--- config.mk ---
export PLATFORM = sky130hd
export DESIGN_NAME = encryption_stream
export DESIGN_NICKNAME = d
export VERILOG_FILES = /design/src/rtl/crypt_pkg.sv /design/src/rtl/enc_block_ctrl.sv /design/src/rtl/encryption_stream.sv
export SDC_FILE = /design/constraint.sdc
export NUM_CORES = 1
export LEC_CHECK = 0
export CORE_ASPECT_RATIO = 0.6
export CORE_UTILIZATION = 53
export DETAILED_ROUTE_END_ITERATION = 6
export MAX_ROUTING_LAYER = met4
export PLACE_DENSITY_LB_ADDON = 0.1
export SYNTH_ARGS = -nofsm -noshare
export SYNTH_HDL_FRONTEND = slang
export SYNTH_HIERARCHICAL = 1
export SYNTH_SLANG_ARGS = --single-unit
--- constraint.sdc ---
create_clock -name clock -period 2.16 [get_ports clock]
set_input_delay 0.432 -clock clock [delete_from_list [all_inputs] [get_ports clock]]
set_output_delay 0.432 -clock clock [all_outputs]
set_load 0.02 [all_outputs]
--- src/rtl/crypt_pkg.sv ---
// Shared types and bit-permutation helpers for the streaming encrypter and its decrypter.
// Stage data width is fixed by N_DEF; instantiating modules must keep N equal to it.
package crypt_pkg;

    localparam int unsigned N_DEF           = 8;
    localparam int unsigned BLOCK_BYTES_DEF = 32;

    typedef struct packed {
        logic [N_DEF-1:0] data;
        logic             valid;
        logic             last;
    } stage_t;

    function automatic logic [N_DEF-1:0] swap_halves(input logic [N_DEF-1:0] x);
        return {x[N_DEF/2-1:0], x[N_DEF-1:N_DEF/2]};
    endfunction

    function automatic logic [N_DEF-1:0] bit_reverse(input logic [N_DEF-1:0] x);
        logic [N_DEF-1:0] r;
        r = '0;
        for (int unsigned i = 0; i < N_DEF; i++) begin
            r[i] = x[N_DEF-1-i];
        end
        return r;
    endfunction

endpackage

--- src/rtl/enc_block_ctrl.sv ---
// Block framing: word position counter, per-block key register, key select and last flag.
module enc_block_ctrl
    import crypt_pkg::*;
#(
    parameter int unsigned N           = N_DEF,
    parameter int unsigned BLOCK_BYTES = BLOCK_BYTES_DEF
) (
    input  logic                           clock,
    input  logic                           reset,
    input  logic                           accept_i,
    input  logic [N-1:0]                   key_i,
    output logic [N-1:0]                   key_sel_o,
    output logic                           last_o,
    output logic [$clog2(BLOCK_BYTES)-1:0] block_idx_o
);

    localparam int unsigned IW = $clog2(BLOCK_BYTES);
    localparam logic [IW-1:0] LAST_IDX = IW'(BLOCK_BYTES - 1);

    logic [IW-1:0] idx_q, idx_d;
    logic [N-1:0]  key_q, key_d;
    logic          first_word;

    assign first_word = (idx_q == '0);

    // The first word of a block must use the live key, not the stale register.
    assign key_sel_o   = first_word ? key_i : key_q;
    assign last_o      = (idx_q == LAST_IDX);
    assign block_idx_o = idx_q;

    always_comb begin
        idx_d = idx_q;
        key_d = key_q;
        if (accept_i) begin
            idx_d = last_o ? '0 : idx_q + 1'b1;
            if (first_word) begin
                key_d = key_i;
            end
        end
    end

    always_ff @(posedge clock or posedge reset) begin
        if (reset) begin
            idx_q <= '0;
            key_q <= '0;
        end else begin
            idx_q <= idx_d;
            key_q <= key_d;
        end
    end

endmodule

--- src/rtl/encryption_stream.sv ---
// Streaming byte encrypter: four-stage forward transform with block framing and a
// single global advance; stages hold together on output backpressure.
module encryption_stream
    import crypt_pkg::*;
#(
    parameter int unsigned N           = N_DEF,
    parameter int unsigned BLOCK_BYTES = BLOCK_BYTES_DEF
) (
    input  logic                           clock,
    input  logic                           reset,
    input  logic [N-1:0]                   key,
    input  logic [N-1:0]                   data,
    input  logic                           in_valid,
    output logic                           in_ready,
    output logic [N-1:0]                   e_data,
    output logic                           out_valid,
    input  logic                           out_ready,
    output logic                           out_last,
    output logic [$clog2(BLOCK_BYTES)-1:0] block_idx
);

    stage_t s1_q, s2_q, s3_q, s4_q;
    stage_t s1_d, s2_d, s3_d, s4_d;
    logic          adv;
    logic          accept;
    logic          blk_last;
    logic [N-1:0]  key_sel;

    assign adv      = !s4_q.valid | out_ready;
    assign accept   = in_valid & adv;
    assign in_ready = adv;

    enc_block_ctrl #(
        .N           (N),
        .BLOCK_BYTES (BLOCK_BYTES)
    ) u_ctrl (
        .clock       (clock),
        .reset       (reset),
        .accept_i    (accept),
        .key_i       (key),
        .key_sel_o   (key_sel),
        .last_o      (blk_last),
        .block_idx_o (block_idx)
    );

    always_comb begin
        s1_d = s1_q;
        s2_d = s2_q;
        s3_d = s3_q;
        s4_d = s4_q;
        if (adv) begin
            s1_d.data  = swap_halves(data ^ key_sel);
            s1_d.valid = accept;
            s1_d.last  = accept & blk_last;

            s2_d.data  = ~s1_q.data;
            s2_d.valid = s1_q.valid;
            s2_d.last  = s1_q.last;

            s3_d.data  = bit_reverse(s2_q.data);
            s3_d.valid = s2_q.valid;
            s3_d.last  = s2_q.last;

            s4_d.data  = swap_halves(s3_q.data);
            s4_d.valid = s3_q.valid;
            s4_d.last  = s3_q.last;
        end
    end

    always_ff @(posedge clock or posedge reset) begin
        if (reset) begin
            s1_q <= '0;
            s2_q <= '0;
            s3_q <= '0;
            s4_q <= '0;
        end else begin
            s1_q <= s1_d;
            s2_q <= s2_d;
            s3_q <= s3_d;
            s4_q <= s4_d;
        end
    end

    assign e_data    = s4_q.data;
    assign out_valid = s4_q.valid;
    assign out_last  = s4_q.last;

endmodule

==> results.toml <==
[outcome]
status = "complete, no violations"

[global_route]
grt_usage = 0.197
antenna_found_initial = 0
grt_pass1_vias = 1332
grt_max_degree = 41
grt_pass1_wl_um = 6520
overflow = 0

[flow_run]
drv_cap = 0

[clock_network]
cts_setup_buffers = 0
cts.repair.resized = 0
clock_path_buffers = 2
hold_buffers = 0
clk_latency_ps = 300
cts_tree = "yes"
numCtsBuffers = 5
path_clk_slew_ps = 90
clockRootBuffer = "clkbuf_8"
htree_levels = 2
cts_sinks = 53

[power]
p_leak_nw = 1.34
vdd_ir_drop_max_mv = 0.662
power.density_nw_per_um2 = 1450

[sta]
finalHoldViolations = 0
post-route-period-util = 0.965
rsz0062_at_grt = "no"
max_freq_ghz = 0.480
setup_viol = 0
slew_viol_final = 0
finalSetupTns_ps = 0
post-route-min-period_ps = 2080
slew_headroom = 0.657
fin_worst_skew_ps = 4.23
worst_pin_slew_ps = 513

[place]
port_buffers = 35
gp_congestion = 0.706
dp_hpwl_um = 2830
post_dp_cell_area_um2 = 2820

[route]
ant_nets = 0
drc_errors = 0
routedWlPerCell_um = 15.2
dr.pass1.iters = 4
vias = 1344
viasPerCell = 5.13
routed_wirelength_um = 3990
first_iter_violations = 65

[cells_and_area]
drive_gt1_frac = 0.327
final_nets = 225
antenna_cells = 0
num-fill-cells = 327
fin_area_um2 = 2920
syn2layout_area_growth_pct = 21.5

[die]
core_um2 = 4230
die_x_um = 89.0
die_h_um = 54.2
die-area_um2 = 4820
initial_core_util = 0.568
num_rows = 18
pin_count = 36

[synthesis]
synth_edf_count = 0
synthCells = 160
synth-seq-area-share = 0.551
async_flop_share = 1.00
synth_seq_cells = 53
netlist_top_cells_area = "dfrtp_1, mux2_4, mux2_2, xor2_1, nor3b_1"
syn_avg_cell_area_um2 = 15.0
synth_area_um2 = 2410
synth_top_area_share = 0.551
yosysWarnings = 6
yosysUniqueCellTypes = 23
yosysMostFrequentCell = "dfrtp_1"
synth_ff_type = "dfrtp_1"
syn_nets = 183
yosys-top-cells-count = "dfrtp_1, mux2_4, mux2_2"
synth_top_area_cell = "dfrtp_1"

[worst_setup_path]
rrSetupSlack_ps = 140
cpMostUsedCell = "clkdlybuf4s50_1"
arrival_ps = 1650
crit_path_end_kind = "primary output"
cp_max_fo = 2
cp_slowest_cell = "clkdlybuf4s50_1"
critical_path_class = "in2out"
cp_data_required_time_ps = 1730
max_stage_delay_ps = 610
startpoint_type = "primary input"
path_cells = "clkdlybuf4s50_1 -> nand2b_4 -> clkdlybuf4s50_1"

[worst_hold_path]
min_path_type = "reg2reg"
==> kinds of logic after synthesis <==
kind of cell             Yosys count  share of synthesized area
AO/OA/AOI/OAI                     14                     0.0307
AND/OR/NAND/NOR                   22                     0.0707
flip-flops                        53                      0.551
XOR/XNOR                           8                     0.0291
adder cells (fa/ha/maj)            3                     0.0156
multiplexers                      48                      0.268
buffers and inverters             12                     0.0348
==> power breakdown <==
group          total, mW  leakage, nW  internal (mW)  switching [mW]
Combinational       1.81        0.666           1.11           0.694
Clock              0.637       0.0540          0.337           0.301
Sequential          1.78        0.624           1.46           0.321
==> layer usage <==
metal	global-route usage	up-vias	share of wire
met2	0.299	25	0.46
met5	-	-	0
met4	0.0794	0	0.016
met1	0.259	676	0.49
li1	-	636	-
met3	0.0460	7	0.032
==> through the flow <==
stage	utilization	hold slack, ps	instances	setup slack, ps	power (mW)
after floorplan	-	309	160	75.2	3.06
after global placement	0.666	437	255	55.7	3.53
after detailed placement	0.666	445	255	79.0	3.61
after CTS	0.690	458	262	73.8	4.27
after global routing	0.690	465	262	45.4	4.47
final	0.690	456	262	75.4	4.22
==> critical path: cells and delay by family <==
kind / cells / cell delay (ps)
buffers and inverters: 2 / 1080
AND/OR/NAND/NOR: 1 / 140
==> layout make-up <==
cell class	count	area, µm²	share of cell area
clock buffer	5	68.8	0.0235
clock inverter	2	35.0	0.0120
timing repair buffer	42	403	0.138
inverter	5	18.8	0.00642
multi-input combinational	95	996	0.341
sequential	53	1330	0.454
tap	60	75.1	0.0257
==> state kept, by name (all words and copies together) (netlist names) <==
register,flops
s1_q,10
u_ctrl/block_idx_o,5
out_valid,1
u_ctrl/key_q,8
e_data,8
out_last,1
s3_q,10
s2_q,10
==> final timing paths <==
kind                                             from               endpoint  depth (start not counted)
worst max register to register  u_ctrl/block_idx_o[0]                s1_q[4]                          7
min in group asynchronous                       reset  u_ctrl/block_idx_o[1]                          2
worst max-delay path                        out_ready               in_ready                          3
max in group asynchronous                       reset              e_data[4]                          3
worst min-delay path                          s1_q[5]                s2_q[5]                          1
worst min register to register                s1_q[5]                s2_q[5]                          1
==> cells in the final DEF, fill, tap and decap left out, drive strengths merged, types with 3 or more instances in the layout <==
| master | instances |
|---|---|
| nand2 | 5 |
| buf | 7 |
| mux2 | 47 |
| a21oi | 8 |
| dfrtp | 53 |
| xor2 | 8 |
| inv | 5 |
| clkbuf | 5 |
| o21ai | 5 |
| nor3b | 9 |
| ha | 3 |
| clkdlybuf4s50 | 35 |
Power figures use the tool's default switching activity.
